==> config.mk <==
export PLATFORM = sky130hd
export DESIGN_NAME = seq_detect_param
export DESIGN_NICKNAME = d
export VERILOG_FILES = /design/src/rtl/seq_detect_param.sv
export SDC_FILE = /design/constraint.sdc
export NUM_CORES = 1
export LEC_CHECK = 0
export ABC_CLOCK_PERIOD_IN_PS = 3100
export CAP_MARGIN = 20
export CORE_UTILIZATION = 53
export DETAILED_ROUTE_END_ITERATION = 10
export GPL_TIMING_DRIVEN = 0
export PLACE_DENSITY = 0.82
export SYNTH_ARGS = -nofsm -noshare
export SYNTH_HDL_FRONTEND = slang
export SYNTH_SLANG_ARGS = --single-unit
==> constraint.sdc <==
create_clock -name clk -period 3.1 [get_ports clk]
set_input_delay 0.31 -clock clk [delete_from_list [all_inputs] [get_ports clk]]
set_output_delay 0.31 -clock clk [all_outputs]
set_load 0.03 [all_outputs]
==> src/rtl/seq_detect_param.sv <==
// Serial bit-pattern detector with a reloadable pattern, overlap control
// and a saturating hit counter.
module seq_detect_param #(
   parameter int PATTERN_W = 4,
   parameter logic [PATTERN_W-1:0] PATTERN = PATTERN_W'(4'b1101),
   parameter int CNT_W = 8
) (
   input  logic                 clk,
   input  logic                 rst,
   input  logic                 in,
   input  logic                 in_valid,
   input  logic                 overlap,
   input  logic                 pat_load,
   input  logic [PATTERN_W-1:0] pat_in,
   output logic                 out,
   output logic                 out_q,
   output logic [CNT_W-1:0]     match_cnt
);

   localparam int FILL_W = $clog2(PATTERN_W + 1);
   localparam logic [FILL_W-1:0] FILL_MAX = FILL_W'(PATTERN_W);
   localparam logic [FILL_W-1:0] FILL_ARM = FILL_W'(PATTERN_W - 1);

   logic [PATTERN_W-1:0] pat;
   logic [PATTERN_W-1:0] ps;
   logic [PATTERN_W-1:0] ns;
   logic [FILL_W-1:0]    fill;
   logic [FILL_W-1:0]    fill_inc;

   always_comb begin
      ns       = {ps[PATTERN_W-2:0], in};
      fill_inc = (fill == FILL_MAX) ? fill : fill + 1'b1;
      // fill guard keeps cleared-history zeros from forming a match
      out = in_valid & ~pat_load & ~rst & (fill >= FILL_ARM) & (ns == pat);
   end

   always_ff @(posedge clk) begin
      if (rst) begin
         pat       <= PATTERN;
         ps        <= '0;
         fill      <= '0;
         out_q     <= 1'b0;
         match_cnt <= '0;
      end else begin
         out_q <= out;
         if (pat_load) begin
            pat       <= pat_in;
            ps        <= '0;
            fill      <= '0;
            match_cnt <= '0;
         end else if (in_valid) begin
            if (out && !overlap) begin
               ps   <= '0;
               fill <= '0;
            end else begin
               ps   <= ns;
               fill <= fill_inc;
            end
            if (out && match_cnt != {CNT_W{1'b1}}) begin
               match_cnt <= match_cnt + 1'b1;
            end
         end
      end
   end

endmodule
; After elaboration in Yosys (flattened, before gate mapping)
; Index checks and enable logic that the tools add are counted.
[totals]
wordCells = 27
output_inout_bits = 10
reg_bits = 19
[op_classes]
reduce_logical = 6
n_mux = 3
bitwise = 6
eq_ne = 4
n_lt_le_gt_ge = 1
n_addsub = 2
[ops]
columns = op, count
row1 = $mux W3, 3
row2 = $add A8 B1 Y8 const B, 1
row3 = $ne A8 B8 Y1 const B, 1
row4 = $and A1 B1 Y1, 4
row5 = $eq A4 B4 Y1, 1
row6 = $reduce_and A2 Y1, 2
row7 = $add A3 B1 Y3 const B, 1
row8 = $eq A3 B3 Y1 const B, 1
row9 = $ge A3 B2 Y1 const B, 1
row10 = $logic_and A1 B1 Y1, 2
row11 = $ne A2 B1 Y1 const B, 1
row12 = $not A1 Y1, 2
row13 = $reduce_or A2 Y1, 1
row14 = $logic_not A1 Y1, 1

; Longest topological paths before layout
[logic_depth]
ltp_word = 8
ltp_mapped = 10
mapped_depth_nobuf = 8

; Worst setup path after synthesis
; No wires, ideal clock.
[synth_timing]
kind = register -> register
from = reg fill[0]
to = reg match_cnt[1]
slack_ns = 1.006
stages_incl_launch_ff = 11
required_time_ns = 2.968
arrival_time_ns = 1.962
path_cell_list = dfxtp_1 -> ha_1 -> ha_1 -> a211o_1 -> and3_1 -> nand3_1 -> buf_6 -> clkbuf_1 -> inv_1 -> nand3b_1 -> a21oi_1
[synth_via]
elab_chain_cells = 5
[synth_lines]
columns = item, line
row1 = "start, declared", 27  ; logic [FILL_W-1:0] fill;
row2 = "start signal, assigned", 57  ; fill <= fill_inc;
row3 = $ge A3 B2 Y1, 34  ; out = in_valid & ~pat_load & ~rst & (fill >= FILL_ARM) & (ns == pat);
row4 = $and A1 B1 Y1 (2 in a row), 34
row5 = named net out, 15  ; output logic out,
row6 = $logic_and A1 B1 Y1, 59  ; if (out && match_cnt != {CNT_W{1'b1}}) begin
row7 = $reduce_and A2 Y1 (no line), -
row8 = "end signal, assigned", 60  ; match_cnt <= match_cnt + 1'b1;
row9 = "end, declared", 17  ; output logic [CNT_W-1:0] match_cnt
; The timed path passes the listed nets, and every way through them passes these cells.
; A chain may end at the register's enable or synchronous reset.

; Final worst setup path
[layout_timing]
from = reg fill[0]
to = out out
[layout_via]
elab_chain_cells = 3
[layout_lines]
columns = item, line
row1 = $ge A3 B2 Y1, 34
row2 = $and A1 B1 Y1 (2 in a row), 34
row3 = "end, declared", 15
; No other way between the ends.

==> flow_summary_export.csv <==
group,metric,value,unit
outcome,outcome,"finished clean",
place,numPortBuffers,18,
synth,synth-seq-area-share,39.6,%
synth,synthTopCellsByCount,"dfxtp_1 (19), a21oi_1 (9), nand2_1 (9)",
die,row_count,15,
synth,synth_area,960,um2
drt,routed_wl,1960,um
drt,route.detailed.drc,0,
grt,grt_pass1_vias,753,
die,dieHeight,44.6,um
synth,ys_top_cells_by_area,"dfxtp_1 (40%), ha_1 (5.2%), a21oi_1 (4.7%)",
job,cap_violations,0,
layout,nNetsFinal,146,
critical_path,arrival,2470,ps
drt,drt_iter0_markers,14,
clock_network,clockBufferDepth,2,
critical_path,crit_path_start_kind,"flip-flop",
synth,synth_most_common_cell,"dfxtp_1",
drt,viasPerCell,5.56,
clock_network,cts_tree,"yes",
die,start_util,56.2,%
sta,finalHoldViolations,0,
clock_network,cts.sinks,19,
sta,fin_skew,2.25,ps
synth,synth_nets,124,
place,place.gp.congestion,0.749,
layout,fin_util,70.0,%
place,pre_cts_ws,235,ps
sta,tns,0,ps
critical_path,r2r_cells,8,
grt,grt_max_degree,20,
sta,finalSetupViolCount,0,
clock_network,numCtsBuffers,3,
drt,wl_per_cell,12.5,um
sta,period_minus_slack,2780,ps
layout,seq_area,380,um2
layout,area_growth,24.5,%
sta,max_freq,0.360,GHz
clock_network,cts.clk_slew.worst_paths,110,ps
synth,synth_edf_count,0,
die,die_area,1980,um2
synth,postSynthAreaPerCell,8.72,um2
sta,post-route-period-util,89.6,%
synth,synth_warnings,0,
power_and_ir_drop,fin_total_pwr,0.415,mW
layout,antennaDiodeCount,0,
synth,synthFlopType,"dfxtp_1",
sta,drv_slew,0,
drt,dr.pass1.iters,7,
die,die_x,44.6,um
power_and_ir_drop,pwr_density_cell,347,nW/um2
clock_network,cts_resized,0,
min_path,hold_depth,2,
clock_network,htreeDepth,1,
clock_network,clock_latency,290,ps
synth,synth-seq-cells,19,
place,dp_hpwl,1480,um
layout,nFillCells,149,
sta,finalWorstSetupSlack,322,ps
synth,synthCells,110,
clock_network,holdBufCountCts,0,
grt,grt_pass1_wl,3230,um
sta,slew_headroom,67.2,%
layout,layout-drive-gt1-share,6.11,%
die,core-area,1710,um2
die,num_io_pins,20,
critical_path,worstSetupPathType,"flip-flop to output pin",
sta,tightest_slew,490,ps
sta,rsz0062_at_grt,"no",
power_and_ir_drop,ir_worst_vdd,0.340,mV
grt,overflow,0,
synth,yosys.area.top_type,"dfxtp_1",
critical_path,required,2790,ps
synth,yosysUniqueCellTypes,31,
synth,synth_top_area_share,39.6,%
power_and_ir_drop,p_leak,0.430,nW
min_path,hp-class,"input pin to flip-flop",
drt,num_vias,868,
grt,grt_usage,22.3,%
drt,drtAntennaViolNets,0,
clock_network,root_buffer,"clkbuf_4",
critical_path,worst-path-max-fanout,19,
critical_path,end_kind,"output pin",
synth,synthArstFlopShare,0,%
grt,antenna_found_initial,0,
layout,multi_input_area,523,um2
-- worst paths after layout --
path / start / slack, ps / to
max: fill[0] / 320 / out
min: pat_load / 260 / pat[2]
max reg2reg: fill[0] / 1090 / match_cnt[6]
min reg2reg: ps[2] / 500 / ps[2]
-- routing by layer --
layer / GRT usage, % / share of wire (%)
met3: 3.67 / 2.8
met1: 26.0 / 45
met5: 0 / 0
met4: 13.9 / 1.7
met2: 37.6 / 51
-- cells in the final DEF, fill, tap and decap left out --
master / synthesis / layout
nand2b_1: 5 / 5
nor2b_1: 4 / 4
clkbuf_1: 3 / 2
clkdlybuf4s50_1: 0 / 18
a21oi_1: 9 / 9
or2_4: 1 / 1
nand3b_1: 1 / 1
xor2_1: 3 / 3
nor4_1: 2 / 2
a41oi_1: 1 / 1
nor3_2: 1 / 1
o41ai_1: 3 / 3
o211ai_1: 4 / 4
nor2_1: 7 / 7
o311ai_0: 1 / 1
nand3_1: 4 / 4
o21ai_0: 3 / 3
inv_1: 6 / 6
nand2_1: 9 / 9
ha_1: 4 / 4
o31ai_1: 1 / 1
buf_6: 2 / 2
o22ai_1: 1 / 1
dfxtp_1: 19 / 19
clkbuf_4: 0 / 3
mux2i_1: 3 / 3
or4_1: 3 / 3
and3_1: 1 / 1
clkinv_2: 0 / 1
a211o_1: 4 / 4
or3_1: 2 / 2
nand4_1: 1 / 1
and2_1: 1 / 1
nor3_1: 1 / 1
-- per-stage QoR --
stage,instance area [um2],hold WS (ps),std cells
2_1_floorplan,960,382,110
3_3_place_gp,1170,471,153
3_5_place_dp,1170,488,153
4_1_cts,1190,264,156
5_1_grt,1190,258,156
6_report,1190,265,156
-- area by class of cell --
cell class / instances / share of cell area (%)
Tap cell: 25 / 2.62
Inverter: 6 / 1.88
Multi-Input combinational cell: 80 / 43.8
Clock inverter: 1 / 0.419
Timing Repair Buffer: 18 / 15.1
Buffer: 4 / 2.51
Sequential cell: 19 / 31.8
Clock buffer: 3 / 1.88
-- state kept, by name (all words and copies together) (netlist names) --
| signal | flops |
|---|---|
| out_q | 1 |
| ps | 3 |
| pat | 4 |
| match_cnt | 8 |
| fill | 3 |
-- where the power goes --
part / internal [mW] / leakage, nW / switching, mW / total (mW)
Sequential: 0.249 / 0.154 / 0.00382 / 0.253
Clock: 0.0480 / 0.0177 / 0.0767 / 0.125
Combinational: 0.0208 / 0.258 / 0.0169 / 0.0377
Total: 0.318 / 0.430 / 0.0974 / 0.415
-- critical path, stage by stage (launching register included) --
cell	delay (ps)
dfxtp_1	370
ha_1	210
ha_1	180
a211o_1	280
and3_1	160
nand3_1	110
buf_6	190
inv_1	70
clkdlybuf4s50_1	590
-- timing repair --
| item | in CTS | in global routing |
|---|---|---|
| endpoints found under the setup margin | 1 | 0 |
| hold endpoints to repair | 0 | 0 |
| setup buffers | 0 | 0 |
-- kinds of logic (layout without fill, tap and decap cells) --
logic type | after synthesis | in the layout | synth area share, %
compound gates | 27 | 27 | 19.0
xor+xnor | 3 | 3 | 2.74
fa+ha+maj | 4 | 4 | 5.22
buf+inv | 11 | 32 | 5.87
flops | 19 | 19 | 39.6
mux | 3 | 3 | 3.13
simple gates | 43 | 43 | 24.4
Power figures use the tool's default switching activity.
